<file path="config.mk">
export PLATFORM = sky130hd
export DESIGN_NAME = counter_sched
export DESIGN_NICKNAME = d
export VERILOG_FILES = /design/src/rtl/counter_sched.sv
export SDC_FILE = /design/constraint.sdc
export NUM_CORES = 1
export LEC_CHECK = 0
export ABC_AREA = 1
export CAP_MARGIN = 30
export CORE_MARGIN = 2
export CORE_UTILIZATION = 46
export DETAILED_ROUTE_END_ITERATION = 6
export GPL_ROUTABILITY_DRIVEN = 1
export HOLD_SLACK_MARGIN = 0.03
export PLACE_DENSITY = 0.95
export SKIP_CTS_REPAIR_TIMING = 1
export SLEW_MARGIN = 0
export SYNTH_ARGS = -nofsm -noshare
export SYNTH_HDL_FRONTEND = slang
export SYNTH_SLANG_ARGS = --single-unit
export TNS_END_PERCENT = 1
</file>
<file path="constraint.sdc">
create_clock -name clk_i -period 3.67 [get_ports clk_i]
set_input_delay 0.734 -clock clk_i [delete_from_list [all_inputs] [get_ports clk_i]]
set_output_delay 0.734 -clock clk_i [all_outputs]
set_load 0.02 [all_outputs]
</file>
<file path="src/rtl/counter_sched.sv">
// Round-robin scheduler sharing one loadable up-counter between NumReq requesters.
// Each grant clears the counter, counts to the owner's latched length, then pulses done.
module counter_sched #(
  parameter int unsigned Width  = 8,
  parameter int unsigned NumReq = 4
) (
  input  logic                    clk_i,
  input  logic                    rst_i,
  input  logic [NumReq-1:0]       req_i,
  input  logic [NumReq*Width-1:0] len_i,
  output logic [NumReq-1:0]       gnt_o,
  output logic [NumReq-1:0]       done_o,
  output logic                    busy_o,
  output logic                    cnt_en_o,
  output logic                    cnt_load_o,
  output logic [Width-1:0]        cnt_data_o,
  input  logic [Width-1:0]        cnt_i
);

  localparam int unsigned IdxW = (NumReq > 1) ? $clog2(NumReq) : 1;

  typedef enum logic [1:0] {StIdle, StLoad, StRun, StDone} state_e;

  state_e            state_q, state_d;
  logic [IdxW-1:0]   idx_q, idx_d;
  logic [IdxW-1:0]   ptr_q, ptr_d;
  logic [Width-1:0]  len_q, len_d;

  logic              found;
  logic [IdxW-1:0]   win;
  logic [IdxW:0]     cand;
  logic [NumReq-1:0] owner;

  // Search ptr, ptr+1, ... wrapping, so the last winner ranks behind everyone else.
  always_comb begin
    found = 1'b0;
    win   = '0;
    cand  = '0;
    for (int unsigned i = 0; i < NumReq; i++) begin
      cand = {1'b0, ptr_q} + (IdxW+1)'(i);
      if (cand >= (IdxW+1)'(NumReq)) begin
        cand = cand - (IdxW+1)'(NumReq);
      end
      if (!found && req_i[cand]) begin
        found = 1'b1;
        win   = cand[IdxW-1:0];
      end
    end
  end

  always_comb begin
    state_d    = state_q;
    idx_d      = idx_q;
    ptr_d      = ptr_q;
    len_d      = len_q;
    cnt_en_o   = 1'b0;
    cnt_load_o = 1'b0;
    unique case (state_q)
      StIdle: begin
        if (found) begin
          idx_d   = win;
          len_d   = len_i[win*Width +: Width];
          state_d = StLoad;
        end
      end
      StLoad: begin
        cnt_en_o   = 1'b1;
        cnt_load_o = 1'b1;
        state_d    = StRun;
      end
      StRun: begin
        // Enable drops in the same cycle the target is seen so the counter holds at len_q.
        if (cnt_i != len_q) begin
          cnt_en_o = 1'b1;
        end else begin
          state_d = StDone;
        end
      end
      StDone: begin
        ptr_d   = (idx_q == IdxW'(NumReq - 1)) ? '0 : idx_q + IdxW'(1);
        state_d = StIdle;
      end
      default: state_d = StIdle;
    endcase
  end

  always_ff @(posedge clk_i or posedge rst_i) begin
    if (rst_i) begin
      state_q <= StIdle;
      idx_q   <= '0;
      ptr_q   <= '0;
      len_q   <= '0;
    end else begin
      state_q <= state_d;
      idx_q   <= idx_d;
      ptr_q   <= ptr_d;
      len_q   <= len_d;
    end
  end

  always_comb begin
    owner        = '0;
    owner[idx_q] = 1'b1;
  end

  assign gnt_o      = (state_q != StIdle) ? owner : '0;
  assign done_o     = (state_q == StDone) ? owner : '0;
  assign busy_o     = (state_q != StIdle);
  assign cnt_data_o = '0;

endmodule

</file>
==> metrics.csv, run 1 <==
stage,metric,value,unit
route,wire per inst,10.6,um
sta,Tcrit/Tclk final,0.875,
layout,share of cells above drive strength 1,0.0526,
die,DIE AREA,3750,sq um
synth,Post-Syn Area,1510,sq um
route,met3 routed wirelength,174,um
power_and_ir_drop,Design Power,1.76,mW
clock_network,Clock Sinks,14,
grt,gr ovfl total,0,
die,I/O pin count,65,
route,antenna-violating nets left,0,
power_and_ir_drop,worst vdd ir,581,uV
route,TritonRoute pass-1 iters,4,
sta,measured slew at the worst slew-check pin,508,ps
critical_path,Critical Path Start Type,input port,
layout,Final nets,359,
synth,largest family of logic cells by synthesized area,simple AND/OR/NAND/NOR gates,
critical_path,"critical path, cell by cell",clkdlybuf4s50_1 -> inv_1 -> or2_2 -> nand3_1 -> nor3_1 -> nand2_1 -> nand2_1 -> a21oi_1 -> clkdlybuf4s50_1,
worst_hold_path,worst hold-check path type,flip-flop to flip-flop,
power_and_ir_drop,PwrDens,841,nW/um^2
route,initial DRC count,75,
critical_path,Crit. End Element,output pin,
sta,clk_skew,0.523,ps
synth,syn_area_per_cell,6.04,sq um
layout,ANT cells,0,
sta,setup TNS,0,ps
job,max-capacitance violation count,0,
critical_path,"critical path fanouts, max",2,
placement,Placer Congestion,0.833,
route,final wirelength,3.71,mm
synth,"Distinct cells, synth",25,
grt,vias in the first global route,1451,
grt,Tot GR Track Use,0.215,
clock_network,Worst-path clk slew,80,ps
critical_path,WP buf/inv,3,
die,die width,61.2,um
sta,final hold vios,0,
critical_path,CP peak stage delay,620,ps
layout,Reg area,350,sq um
clock_network,H-tree depth,1,
die,die height,61.2,um
sta,hold_ws,543,ps
sta,fmax,312,MHz
synth,post-synthesis sequential area ratio,0.233,
synth,Post-Synth Simple-Gate Area,0.403,
placement,Final HPWL DP,2.95,mm
route,met2 WL,1.93,mm
route,Vias,1651,
die,Core ar.,3080,sq um
clock_network,number of buffers created by CTS,3,
sta,RSZ-0062 raised after global routing,no,
route,vias per cell,4.74,
critical_path,kind of cell adding the most delay to the critical path,buffers and inverters,
layout,area of the multi-input gates,890,sq um
critical_path,Worst Path Required,2940,ps
route,DR DRC count,0,
layout,fill count,262,
critical_path,CP Data Arrival Time,2480,ps
synth,post-synthesis mux area share,0,
critical_path,critical path class,input port to output pin,
critical_path,crit path max-delay cell type,clkdlybuf4s50_1,
grt,initial antenna violation count,0,
clock_network,worst-skew pair later-pin latency,290,ps
sta,Final Slew Violations,0,
clock_network,clock buffer depth,2,
sta,Slew HR,0.661,
sta,final critical-path required period,3210,ps
layout,Area Growth Syn to Fin,39.0,%
route,met1 WL,1.51,mm
die,Cell Rows,20,
synth,Cells after Synth,249,
route,DR top layer,met4,
power_and_ir_drop,Leak,1.15,nW
synth,compound-gate portion of the synthesized area,0.0665,
clock_network,CTS tree,yes,
placement,number of port buffers,56,
synth,synth warn,0,
synth,Adder-Cell Fraction of Synth Area,0.0665,
synth,#FFs+latches synth,14,
synth,Synth Area in XOR/XNOR,0.0349,
die,Initial Utilization,0.489,
grt,wire length of the first global-routing pass,6.08,mm
outcome,status,"complete, no violations",
grt,largest net degree at the start of global routing,28,
clock_network,Clock Root Buffer,clkbuf_4,
sta,final setup vio count,0,
metal layers:
metal,track usage,vias up
met5,0,-
met4,0.0901,0
met3,0.0231,9
met2,0.378,63
met1,0.265,725
li1,-,854
worst register-to-register path, delay by kind of cell, from the launching register on:
family	cells	cell delay (ps)
buffers and inverters	2	140
flip-flops	1	600
AND/OR/NAND/NOR	9	1410
worst paths after layout:
check	startpoint	to	slack (ps)	cells past startpoint
worst max-delay path	cnt_i[6]	cnt_en_o	460	9
worst min-delay path	len_q[7]	len_q[7]	540	2
worst max register to register	ptr_q[0]	len_q[5]	1400	11
worst min register to register	len_q[7]	len_q[7]	540	2
max in group asynchronous	rst_i	ptr_q[1]	2530	2
min in group asynchronous	rst_i	state_q[0]	800	2
area by class of cell:
type | count | area share
multi-input combinational | 178 | 0.425
timing repair buffer | 56 | 0.268
sequential | 14 | 0.167
inverter | 52 | 0.0957
tap | 44 | 0.0263
clock buffer | 4 | 0.0173
where the power goes:
group	leakage, nW	total [mW]	switching (mW)	internal (mW)
combinational	0.959	1.32	0.836	0.482
sequential	0.172	0.328	0.0903	0.238
clock	0.0210	0.113	0.0524	0.0605
through the flow:
stage / instances / utilization / setup WS (ps) / area [sq um]
finish: 348 / 0.680 / 460 / 2090
global route: 348 / 0.680 / 353 / 2090
CTS: 348 / 0.680 / 451 / 2090
detailed placement: 344 / 0.668 / 449 / 2060
global placement: 344 / 0.668 / 490 / 2060
floorplan: 256 / - / 1350 / 1530
cells in the mapped netlist (all sizes together):
library cell	instances	area (sq um)
xor2	4	35.0
o21ai	17	85.1
conb	1	3.75
buf	12	91.3
ha	8	100
xnor2	2	17.5
nand4	6	37.5
nand2	93	357
a21oi	3	15.0
nand3	23	145
nor2	11	51.3
inv	52	200
nor3	2	10.0
or2	1	6.26
dfrtp	14	350
cells in the final DEF (no fill, tap or decap), types with 2 or more instances in the layout:
cell type        count
inv_2                2
inv_1               49
conb_1               8
xnor2_1              2
xor2_1               4
nand3_4              2
nand3_1             20
clkdlybuf4s50_1     56
ha_1                 8
nand2_2              3
nor2_1               9
o21ai_1             10
dfrtp_1             14
a21oi_1              3
clkbuf_4             3
nor3_1               2
nand2_1             90
o21ai_0              7
nand4_1              6
state kept, by name, indices dropped and copies added, names as in the netlist:
name and cells:
idx_q 2, len_q 8, ptr_q 2, state_q 2
kinds of logic after synthesis:
logic type | count (synthesis)
other | 1
AOI/OAI and AO/OA | 20
adders and majority gates | 8
DFF | 14
xor gates and xnor gates | 6
buffers and inverters | 64
and+or+nand+nor | 136
No activity file was read; power rests on OpenSTA's default activity.
==> run 2: changes to the inputs <==
--- a/config.mk
+++ b/config.mk
@@ -9,10 +9,12 @@
 export CAP_MARGIN = 30
 export CORE_MARGIN = 2
 export CORE_UTILIZATION = 46
+export CTS_CLUSTER_SIZE = 24
 export DETAILED_ROUTE_END_ITERATION = 6
 export GPL_ROUTABILITY_DRIVEN = 1
 export HOLD_SLACK_MARGIN = 0.03
 export PLACE_DENSITY = 0.95
+export SETUP_SLACK_MARGIN = 0.02
 export SKIP_CTS_REPAIR_TIMING = 1
 export SLEW_MARGIN = 0
 export SYNTH_ARGS = -nofsm -noshare
==> results of run 2 <==
The final DEF is identical to that of run 1; final timing and power are the same.
